`src/rtl/alu_pkg.sv`:
```
// Shared ALU definitions: datapath width, SUB/SRA op encodings and the ALU
// result-mux select codes served by the registered sub_sra_unit slice.
package alu_pkg;

  localparam int WIDTH   = 32;
  localparam int SHAMT_W = $clog2(WIDTH);

  localparam logic OP_SUB = 1'b0;
  localparam logic OP_SRA = 1'b1;

  typedef enum logic [3:0] {
    ALU_SEL_ADD  = 4'd0,
    ALU_SEL_SUB  = 4'd1,
    ALU_SEL_AND  = 4'd2,
    ALU_SEL_OR   = 4'd3,
    ALU_SEL_XOR  = 4'd4,
    ALU_SEL_SRA  = 4'd5,
    ALU_SEL_SRL  = 4'd6,
    ALU_SEL_SLL  = 4'd7
  } alu_sel_e;

endpackage

```
`src/rtl/sra_shifter.sv`:
```
// Combinational log barrel shifter: right shifts by 1/2/4/8/16 selected by
// shamt bits, vacated positions filled with sign_fill.
module sra_shifter #(
  parameter int WIDTH   = 32,
  parameter int SHAMT_W = $clog2(WIDTH)
) (
  input  logic [WIDTH-1:0]   data,
  input  logic [SHAMT_W-1:0] shamt,
  input  logic               sign_fill,
  output logic [WIDTH-1:0]   shifted
);

  logic [WIDTH-1:0] stg [0:SHAMT_W];

  assign stg[0] = data;

  for (genvar i = 0; i < SHAMT_W; i++) begin : g_stage
    localparam int SH = 1 << i;
    assign stg[i+1] = shamt[i] ? {{SH{sign_fill}}, stg[i][WIDTH-1:SH]} : stg[i];
  end

  assign shifted = stg[SHAMT_W];

endmodule

```
`src/rtl/sub_sra_unit.sv`:
```
// Registered RV32 SUB/SRA slice for the EX stage: one output register stage,
// full throughput, result and flags hold while no request is accepted.
module sub_sra_unit #(
  parameter int WIDTH = alu_pkg::WIDTH
) (
  input  logic             CLK,
  input  logic             RESET,
  input  logic             in_valid,
  input  logic             op,
  input  logic [WIDTH-1:0] operand_A,
  input  logic [WIDTH-1:0] operand_B,
  output logic [WIDTH-1:0] result,
  output logic             out_valid,
  output logic             zero,
  output logic             negative,
  output logic             overflow,
  output logic             borrow
);

  localparam int SHAMT_W = $clog2(WIDTH);

  // Signed overflow of a - b: operand signs differ and the result sign
  // disagrees with the minuend.
  function automatic logic sub_overflow(input logic a_msb, input logic b_msb,
                                        input logic r_msb);
    return (a_msb != b_msb) && (r_msb != a_msb);
  endfunction

  logic [WIDTH:0]   diff_p0;
  logic [WIDTH-1:0] shift_p0;
  logic [WIDTH-1:0] res_p0;
  logic             ovf_p0;
  logic             brw_p0;
  logic             is_sra_p0;

  // Stage p0: combinational subtract (A + ~B + 1) and barrel shift
  assign diff_p0 = {1'b0, operand_A} + {1'b0, ~operand_B} + {{WIDTH{1'b0}}, 1'b1};

  sra_shifter #(
    .WIDTH   (WIDTH),
    .SHAMT_W (SHAMT_W)
  ) u_sra_shifter (
    .data      (operand_A),
    .shamt     (operand_B[SHAMT_W-1:0]),
    .sign_fill (operand_A[WIDTH-1]),
    .shifted   (shift_p0)
  );

  assign is_sra_p0 = (op == alu_pkg::OP_SRA);
  assign res_p0    = is_sra_p0 ? shift_p0 : diff_p0[WIDTH-1:0];
  assign ovf_p0    = !is_sra_p0 &&
                     sub_overflow(operand_A[WIDTH-1], operand_B[WIDTH-1], diff_p0[WIDTH-1]);
  assign brw_p0    = !is_sra_p0 && !diff_p0[WIDTH];

  logic [WIDTH-1:0] result_p1;
  logic             vld_p1;
  logic             zero_p1;
  logic             neg_p1;
  logic             ovf_p1;
  logic             brw_p1;

  // Stage p1: output register
  always_ff @(posedge CLK) begin
    if (RESET) begin
      result_p1 <= '0;
      vld_p1    <= 1'b0;
      zero_p1   <= 1'b0;
      neg_p1    <= 1'b0;
      ovf_p1    <= 1'b0;
      brw_p1    <= 1'b0;
    end else begin
      vld_p1 <= in_valid;
      if (in_valid) begin
        result_p1 <= res_p0;
        zero_p1   <= (res_p0 == '0);
        neg_p1    <= res_p0[WIDTH-1];
        ovf_p1    <= ovf_p0;
        brw_p1    <= brw_p0;
      end
    end
  end

  assign result    = result_p1;
  assign out_valid = vld_p1;
  assign zero      = zero_p1;
  assign negative  = neg_p1;
  assign overflow  = ovf_p1;
  assign borrow    = brw_p1;

endmodule

```
`config.mk`:
```
export PLATFORM = sky130hd
export DESIGN_NAME = sub_sra_unit
export DESIGN_NICKNAME = d
export VERILOG_FILES = /design/src/rtl/alu_pkg.sv /design/src/rtl/sra_shifter.sv /design/src/rtl/sub_sra_unit.sv
export SDC_FILE = /design/constraint.sdc
export NUM_CORES = 1
export LEC_CHECK = 0
export CORE_MARGIN = 2
export CORE_UTILIZATION = 50
export CTS_BUF_LIST = sky130_fd_sc_hd__clkbuf_4 sky130_fd_sc_hd__clkbuf_8
export DETAILED_ROUTE_END_ITERATION = 10
export HOLD_SLACK_MARGIN = 0.12
export PLACE_DENSITY = 0.79
export SLEW_MARGIN = 25
export SYNTH_ARGS = -nofsm -noshare
export SYNTH_HDL_FRONTEND = slang
export SYNTH_SLANG_ARGS = --single-unit
```
`constraint.sdc`:
```
create_clock -name CLK -period 4.5 [get_ports CLK]
set_clock_uncertainty 0.2 [all_clocks]
set_input_delay 0.9 -clock CLK [delete_from_list [all_inputs] [get_ports CLK]]
set_output_delay 0.9 -clock CLK [all_outputs]
set_load 0.1 [all_outputs]
```
Word level (Yosys, flattened, before mapping)
Index checks and enable logic that the tools add are counted.
- register bits: 37
- latch bits: 0
- bits in writable memories: 0
- memory bits (read-only): 0
- memories: 0
- $add $sub $neg: 2
- multiply operators: 0
- divide/modulo/power cells: 0
- magnitude comparators: 0
- equal/unequal tests: 2
- shift operators: 0
- multiplexer cells: 6
- bitwise logic cells: 1
- reductions and logical operators: 6
- operators by type and width (kind ; number):
    31-bit 2-to-1 mux ; 5
    32-bit by 32-bit adder with 33-bit output ; 1
    33-bit by 1-bit adder with 33-bit output, second input constant ; 1
    32-bit zero test ; 1
    32-bit 2-to-1 mux ; 1
    32-bit NOT ; 1
    1-bit logical AND ; 3
    1-bit zero test ; 2
    1-bit inequality test ; 2

Depth between registers and ports, before layout
Gate-level depths: netlist of the first run.
- depth in word-level cells: 7
- depth in mapped cells: 14

Cells and area by module
Synthesis of the first run repeated with hierarchy kept, for this count alone.
- cells, all modules: 749
- area, all modules: 5908.2 um^2
- by module, submodules not included (module ; times used ; cells an instance ; area an instance (um^2)):
    sub_sra_unit ; 1 ; 521 ; 3822.4
    sra_shifter ; 1 ; 228 ; 2085.8

Worst setup path after synthesis of the first run
OpenSTA, ideal clock, no wires.
- kind: input -> register
- from: input operand_B[3]
- to: register zero_p1 (netlist: zero)
- arrival: 4.181 ns
- setup slack: 0.031 ns
- stages: 14
- buffers on the path: 2
- cell sequence: inv_2 -> clkbuf_1 -> clkbuf_1 -> ha_1 -> o211ai_1 -> a21o_1 -> a2111oi_1 -> o211ai_1 -> nand3_1 -> or3b_2 -> a2111o_1 -> a2111oi_2 -> nand4_1 -> o32ai_2
- longest elaborated chain between the ends: 5
- elaborated cells on any way between the ends: 7
- those cells by class: add/sub: 2; mux: 3; bitwise: 1; reduce/logical: 1
- ends and longest elaborated chain (element ; line ; RTL):
    from (decl) ; sub_sra_unit.sv:11 ; input logic [WIDTH-1:0] operand_B,
    32-bit NOT ; sub_sra_unit.sv:37 ; assign diff_p0 = {1'b0, operand_A} + {1'b0, ~operand_B} + {{WIDTH{1'b0}}, 1'b1};
    32-bit by 32-bit adder with 33-bit output ; sub_sra_unit.sv:37 ;
    33-bit by 1-bit adder with 33-bit output ; sub_sra_unit.sv:37 ;
    32-bit 2-to-1 mux * ; sub_sra_unit.sv:50 ; assign res_p0 = is_sra_p0 ? shift_p0 : diff_p0[WIDTH-1:0];
    32-bit zero test * ; sub_sra_unit.sv:75 ; zero_p1 <= (res_p0 == '0);
    to (signal assigned) ; sub_sra_unit.sv:75 ;
    to (decl) ; sub_sra_unit.sv:57 ; logic zero_p1;
Mark *: on every way between the ends. The rest lies on a longest branch, timed or not.
A chain may end at the register's enable or synchronous reset.

Worst setup path after layout of the first run
- from: input operand_B[13]
- to: register zero_p1 (netlist: zero)
- longest elaborated chain between the ends: 5
- ends and longest elaborated chain (element ; line):
    32-bit NOT ; sub_sra_unit.sv:37
    32-bit by 32-bit adder with 33-bit output ; sub_sra_unit.sv:37
    33-bit by 1-bit adder with 33-bit output ; sub_sra_unit.sv:37
    32-bit 2-to-1 mux ; sub_sra_unit.sv:50
    32-bit zero test ; sub_sra_unit.sv:75
No other way between the ends.

==> results_dict.tcl, run 1 <==
set metrics [dict create \
    layout.cells.most_common_list "sky130_fd_sc_hd__buf_4 (176), sky130_fd_sc_hd__clkdlybuf4s50_1 (98), sky130_fd_sc_hd__nor2_1 (86), sky130_fd_sc_hd__nand2_1 (84), sky130_fd_sc_hd__a21oi_1 (55)" \
    worst_ir_drop_vdd_v 0.000279 \
    count_of_final_hold_check_violations 0 \
    stdcell_area_um2 8140 \
    postSynth.asyncResetShare_pct 0 \
    grt_start_max_net_pins 51 \
    post_route_cells_drive_above_1_share_pct 25.4 \
    crit_required_ns 4.48 \
    routed_via_density 6.41 \
    std_cell_rows 38 \
    antenna_violations_before_repair 0 \
    grt.overflow.total 0 \
    yosysTopAreaCellShare_pct 13.0 \
    postSynthRegisterBits 36 \
    wirelength_um 24100 \
    global_route_usage_over_all_layers_pct 39.0 \
    dominant_combinational_cell_family_by_area_after_synthesis "compound AO/OA/AOI/OAI gates" \
    post_synth_num_cell_types 78 \
    htreeDepth 2 \
    dr.pass1.iters 5 \
    synth_to_final_area_change_pct 46.4 \
    power_switching_uw 869 \
    dpl_cell_area_um2 7880 \
    syn_nets 868 \
    fmax_mhz 225 \
    synthesis.yosys.warnings 0 \
    wire_length_of_the_first_global_routing_pass_um 35600 \
    postSynth.topFlopCell "sky130_fd_sc_hd__dfxtp_1" \
    leading_cell_type_in_the_layout_fill_and_taps_excluded "sky130_fd_sc_hd__buf_4" \
    power_leakage_uw 0.00361 \
    clock_insertion_delay_worst_skew_ns 0.28 \
    min_period_over_period_pct 98.7 \
    maxCapViolations 0 \
    floorplan.initialDensity_pct 51.3 \
    tritoncts_clock_tree "built" \
    cp-startpoint "operand_B[13]" \
    syn_area_um2 5560 \
    timing_worst_slew_pin_value_ns 1.01 \
    via_count 7342 \
    clockPowerShare_pct 11.6 \
    minimum_clock_period_after_layout_ns 4.44 \
    rr_worst_depth 2 \
    postSynthAreaPerCell_um2 7.25 \
    clk_path_buf_depth 2 \
    net_count_final 1106 \
    fin_ws_ns 0.0578 \
    p_seq_share_pct 19.7 \
    multiplexer_area_fraction_after_synthesis_pct 18.7 \
    drc 0 \
    final_cell_count_no_fill 1145 \
    rrSetupSlack_ns 3.53 \
    post_synth_edffs 0 \
    die_width_um 109 \
    crit_end_element "flop" \
    detail_route.wl_per_cell_um 21.0 \
    diodes 0 \
    worstReg2RegEnd "result[7]$_SDFFE_PP0P_" \
    ant_nets 0 \
    postSynthCellCount 767 \
    finalSetupViolations 0 \
    synthSimpleGateAreaFrac_pct 23.3 \
    crit_type "input pin to flop" \
    count_of_placed_standard_cells_including_taps 1134 \
    cts.root.buffer_cell "sky130_fd_sc_hd__clkbuf_8" \
    gp_routability_congestion 1.03 \
    critPathLaunchType "input pin" \
    ys_top_cells_by_area "sky130_fd_sc_hd__dfxtp_1 (13%), sky130_fd_sc_hd__mux4_2 (8.5%), sky130_fd_sc_hd__ha_1 (7.2%), sky130_fd_sc_hd__mux2i_1 (6.8%), sky130_fd_sc_hd__nor2_1 (5.9%)" \
    rsz_0062_raised_after_global_routing "yes" \
    worst_setup_path_endpoint "zero$_SDFFE_PP0P_" \
    power_switching_share_pct 47.0 \
    die-height_um 109 \
    tritoncts.num_buffers 5 \
    clock_sinks 36 \
    outcome "completed" \
    grt_pass1_vias 6879 \
    power.density_nw_per_um2 227 \
    place.port_buffers 104 \
    synth_xor_area_share_pct 2.36 \
    detailedRoute.firstIterationViolations 838 \
    finalMaxSlewViolations 0 \
    share_of_the_synthesized_area_in_compound_gates_ao_oa_aoi_oai_pct 27.9 \
    boundaryPins 105 \
    origin_of_the_critical_flop_to_flop_path "result[7]$_SDFFE_PP0P_" \
    synth_top_cell_by_area "sky130_fd_sc_hd__dfxtp_1" \
    power_report.internal_total_uw 978 \
    dp_worst_setup_slack_ns -0.459 \
    post_synth_fa_ha_maj_area_fraction_pct 7.56 \
    fp.dieArea_um2 12000 \
    core_area_um2 10800 \
    maxSlewHeadroom_pct 32.4 \
    fin_worst_hold_slack_ns 0.282 \
    path_max_fanout 4 \
    power_frac_comb_pct 68.7 \
    worstHoldPathType "flop to flop" \
    dpl_wire_length_um 19500 \
    proportion_of_synthesized_chip_area_in_sequential_cells_pct 13.0 \
    layout.filler_cells 839 \
    arrival_ns 4.42 \
    clkTransAtPathRegs_ns 0.06 \
    worst_hold_path.num_cells 2 \
]
==> metal layers <==
layer | routed length [µm] | vias up | GRT usage [%] | part of all wire, %
met5 | 0 | - | 0 | 0
met3 | 2700 | 85 | 12.4 | 11
li1 | - | 3354 | - | -
met1 | 9250 | 3439 | 46.9 | 38
met4 | 955 | 0 | 15.9 | 4.0
met2 | 11100 | 464 | 64.5 | 46
==> metrics by stage <==
step,setup TNS (ns),power [µW],util [%]
finish,0,1850,75.1
CTS,0,1790,73.7
detailed placement,-0.717,1580,72.7
floorplan,0,1070,-
global route,-0.0184,1930,75.1
global placement,-0.405,1550,72.7
==> worst max-delay path, cell delays in order <==
cell	delay, ns
sky130_fd_sc_hd__clkdlybuf4s50_1	0.45
sky130_fd_sc_hd__inv_1	0.04
sky130_fd_sc_hd__ha_1	0.32
sky130_fd_sc_hd__a21oi_1	0.25
sky130_fd_sc_hd__buf_4	0.16
sky130_fd_sc_hd__o21ai_1	0.11
sky130_fd_sc_hd__a221o_1	0.40
sky130_fd_sc_hd__a311oi_1	0.31
sky130_fd_sc_hd__a21oi_1	0.08
sky130_fd_sc_hd__a311o_1	0.36
sky130_fd_sc_hd__o21ai_1	0.34
sky130_fd_sc_hd__o2111a_1	0.25
sky130_fd_sc_hd__nand4_1	0.12
sky130_fd_sc_hd__o32ai_2	0.33
==> cell families after synthesis <==
group           Yosys count
simple gates            277
compound gates          232
buf+inv                  99
mux                      75
flops                    36
fa+ha+maj                33
xor+xnor                 15
==> state kept, by name, indices dropped and copies added, names as in the netlist <==
name and flops:
result 32, borrow 1, out_valid 1, overflow 1
zero 1
==> cells in the mapped netlist, types with 11 or more instances <==
master / n
sky130_fd_sc_hd__nor3_1: 22
sky130_fd_sc_hd__inv_1: 42
sky130_fd_sc_hd__o211ai_1: 11
sky130_fd_sc_hd__clkbuf_1: 38
sky130_fd_sc_hd__nand3_1: 19
sky130_fd_sc_hd__nand4_1: 12
sky130_fd_sc_hd__a21oi_1: 58
sky130_fd_sc_hd__nand2_1: 84
sky130_fd_sc_hd__o21ai_0: 27
sky130_fd_sc_hd__nor2_1: 87
sky130_fd_sc_hd__mux4_2: 21
sky130_fd_sc_hd__ha_1: 32
sky130_fd_sc_hd__a211oi_1: 24
sky130_fd_sc_hd__o22ai_1: 13
sky130_fd_sc_hd__o21ai_1: 13
sky130_fd_sc_hd__a21o_1: 12
sky130_fd_sc_hd__mux2i_1: 38
sky130_fd_sc_hd__mux2_2: 11
sky130_fd_sc_hd__dfxtp_1: 36
==> power by group through the flow <==
stage | sequential [µW] | combinational [µW] | clock (µW)
floorplan | 567 | 503 | 0
global route | 366 | 1340 | 224
detailed placement | 370 | 1210 | 0
finish | 364 | 1270 | 214
global placement | 367 | 1190 | 0
CTS | 363 | 1210 | 216
==> worst min-delay path by stage <==
stage / slack, ns / startpoint / to
after floorplan: 0.70 / overflow$_SDFFE_PP0P_ / overflow$_SDFFE_PP0P_
after global placement: 0.25 / overflow$_SDFFE_PP0P_ / overflow$_SDFFE_PP0P_
after detailed placement: 0.27 / overflow$_SDFFE_PP0P_ / overflow$_SDFFE_PP0P_
after CTS: 0.28 / overflow$_SDFFE_PP0P_ / overflow$_SDFFE_PP0P_
after global routing: 0.29 / overflow$_SDFFE_PP0P_ / overflow$_SDFFE_PP0P_
final: 0.28 / overflow$_SDFFE_PP0P_ / overflow$_SDFFE_PP0P_
==> what timing repair did <==
item | 4_1_cts | 5_1_grt
setup buffers | 0 | 4
pin swaps | 2 | 10
endpoints found under the hold margin | 0 | 0
gates resized for setup | 6 | 22
endpoints found under the setup margin | 1 | 3
hold buffers | 0 | 0
==> cell type report <==
class / instances / area (µm²) / share of cell area [%]
inverter: 47 / 176 / 2.17
clock inverter: 1 / 5.00 / 0.0615
timing repair buffer: 283 / 2410 / 29.6
sequential: 36 / 721 / 8.85
clock buffer: 6 / 76.3 / 0.937
multi-input combinational: 632 / 4580 / 56.3
tap: 140 / 175 / 2.15
(Power assumes the default switching activity.)
==> inputs of run 2 (changes only) <==
Settings changed: CORE_ASPECT_RATIO set to 0.7.
==> run 2 against run 1 <==
Compared with the run above:
- power down 1.3%
- largest power group unchanged
- highest routed layer unchanged
- hold slack worse by 0.018 ns
- clock-buffer cell count down 1
- wire length down 2.8%
- die area up 0.11%
- via count down 1.9%
- non-clock buffer count down 27
- final cell count down 1.0%
- sequential share of layout area up 0.27 points
==> results_dict.tcl, run 2 (synthesis results as in run 1) <==
set metrics [dict create \
    clock_sinks 36 \
    antenna_violations_before_repair 1 \
    p_seq_share_pct 19.9 \
    cts.root.buffer_cell "sky130_fd_sc_hd__clkbuf_8" \
    via_count 7203 \
    die_width_um 130 \
    grt_pass1_vias 6717 \
    wirelength_um 23400 \
    minimum_clock_period_after_layout_ns 4.36 \
    detailedRoute.firstIterationViolations 822 \
    post_route_cells_drive_above_1_share_pct 22.5 \
    grt_start_max_net_pins 51 \
    boundaryPins 105 \
    drc 0 \
    worstHoldPathType "flop to flop" \
    net_count_final 1079 \
    routed_via_density 6.36 \
    finalMaxSlewViolations 0 \
    crit_chain "clkdlybuf4s50_1 > inv_1 > ha_1 > a21oi_1 > o21ai_1 > nand4_1 > a311oi_2 > o31ai_1 > buf_4 > o21ai_1 > a211oi_1 > buf_4 > xor2_1 > o21ai_1 > o32ai_2" \
    path_max_fanout 5 \
    leading_cell_type_in_the_layout_fill_and_taps_excluded "sky130_fd_sc_hd__buf_4" \
    power.density_nw_per_um2 231 \
    wire_length_of_the_first_global_routing_pass_um 36400 \
    grt.overflow.total 0 \
    final_total_power_uw 1820 \
    worst_ir_drop_vdd_v 0.000167 \
    core_area_um2 10900 \
    global_route_usage_over_all_layers_pct 39.4 \
    arrival_ns 4.32 \
    maxCapViolations 0 \
    die-height_um 92.2 \
    dr.pass1.iters 6 \
    rr_worst_depth 2 \
    count_of_final_hold_check_violations 0 \
    ant_nets 0 \
    tritoncts.num_buffers 5 \
    clk_path_buf_depth 2 \
    place.port_buffers 104 \
    critPathLaunchType "input pin" \
    std_cell_rows 32 \
    power_frac_comb_pct 67.9 \
    htreeDepth 2 \
    crit_required_ns 4.46 \
    critPathMaxStageDelay_ns 0.45 \
    gp_routability_congestion 0.986 \
    power_report.internal_total_uw 948 \
    fmax_mhz 230 \
    outcome "completed" \
    final_util_pct 72.3 \
    fp.dieArea_um2 12000 \
    finalSetupViolations 0 \
    rsz_0062_raised_after_global_routing "no" \
    worst_path_max_delay_cell "sky130_fd_sc_hd__clkdlybuf4s50_1" \
    clockPowerShare_pct 12.3 \
    power_switching_uw 875 \
    floorplan.initialDensity_pct 50.9 \
    worst_hold_path.num_cells 2 \
    maxSlewHeadroom_pct 33.7 \
    crit_top_cell "sky130_fd_sc_hd__o21ai_1" \
    crit_type "input pin to flop" \
    clock_insertion_delay_worst_skew_ns 0.28 \
    power_leakage_uw 0.00346 \
    layout.cells.most_common_list "sky130_fd_sc_hd__buf_4 (150), sky130_fd_sc_hd__clkdlybuf4s50_1 (100), sky130_fd_sc_hd__nor2_1 (86), sky130_fd_sc_hd__nand2_1 (84), sky130_fd_sc_hd__a21oi_1 (57)" \
    min_period_over_period_pct 96.8 \
    timing_worst_slew_pin_value_ns 0.991 \
    detail_route.wl_per_cell_um 20.6 \
    tritoncts_clock_tree "built" \
    dpl_cell_area_um2 7700 \
    largest_register_ff_count 32 \
    power_switching_share_pct 48.0 \
    fin_worst_hold_slack_ns 0.264 \
    crit_end_element "flop" \
    clkTransAtPathRegs_ns 0.08 \
    dpl_wire_length_um 19200 \
    stdcell_area_um2 7900 \
    synth_to_final_area_change_pct 42.0 \
]
run 2: worst max-delay path: cells and delay by family:
| kind | cells | cell delay [ns] |
|---|---|---|
| compound gates | 8 | 1.83 |
| buf+inv | 4 | 0.81 |
| fa+ha+maj | 1 | 0.34 |
| simple gates | 1 | 0.30 |
| xor+xnor | 1 | 0.13 |
run 2: timing repair:
action | 4_1_cts | 5_1_grt
hold buffers | 0 | 0
buffers inserted | 0 | 2
gates resized for setup | 2 | 14
gates cloned | 0 | 0
pin swaps | 1 | 8
setup endpoints to repair | 1 | 4
endpoints found under the hold margin | 0 | 0
run 2: layer usage:
layer  part of all wire [%]  GRT usage (%)  up-vias
met3                     13           8.93       50
li1                       -              -     3297
met2                     42           59.4      501
met4                    2.7           9.59        0
met1                     43           56.6     3355
met5                      0              0        -
run 2: power groups by stage:
stage	clock network, µW	logic [µW]	registers (µW)
floorplan	0	503	567
global placement	0	1160	367
detailed placement	0	1190	369
CTS	228	1190	362
global route	241	1300	365
finish	224	1240	362
run 2: stage by stage:
step	setup TNS [ns]	instances	setup slack, ns
final	0	1133	0.145
after global routing	0	1132	0.0113
after CTS	0	1130	0.0119
after detailed placement	-0.646	1122	-0.365
after global placement	-0.336	1122	-0.273
after floorplan	0	767	0.0308
run 2: final timing paths:
kind	from	end	slack (ns)
max reg2reg	result[7]$_SDFFE_PP0P_	result[7]$_SDFFE_PP0P_	3.55
min reg2reg	overflow$_SDFFE_PP0P_	overflow$_SDFFE_PP0P_	0.26
max	operand_B[6]	zero$_SDFFE_PP0P_	0.14
min	overflow$_SDFFE_PP0P_	overflow$_SDFFE_PP0P_	0.26
run 2: cell type report:
cell class	instances	area [µm²]
inverter	47	176
fill	897	3030
clock buffer	5	68.8
tap	153	191
antenna	1	2.50
clock inverter	3	18.8
sequential	36	721
multi-input combinational	632	4530
timing repair buffer	256	2190
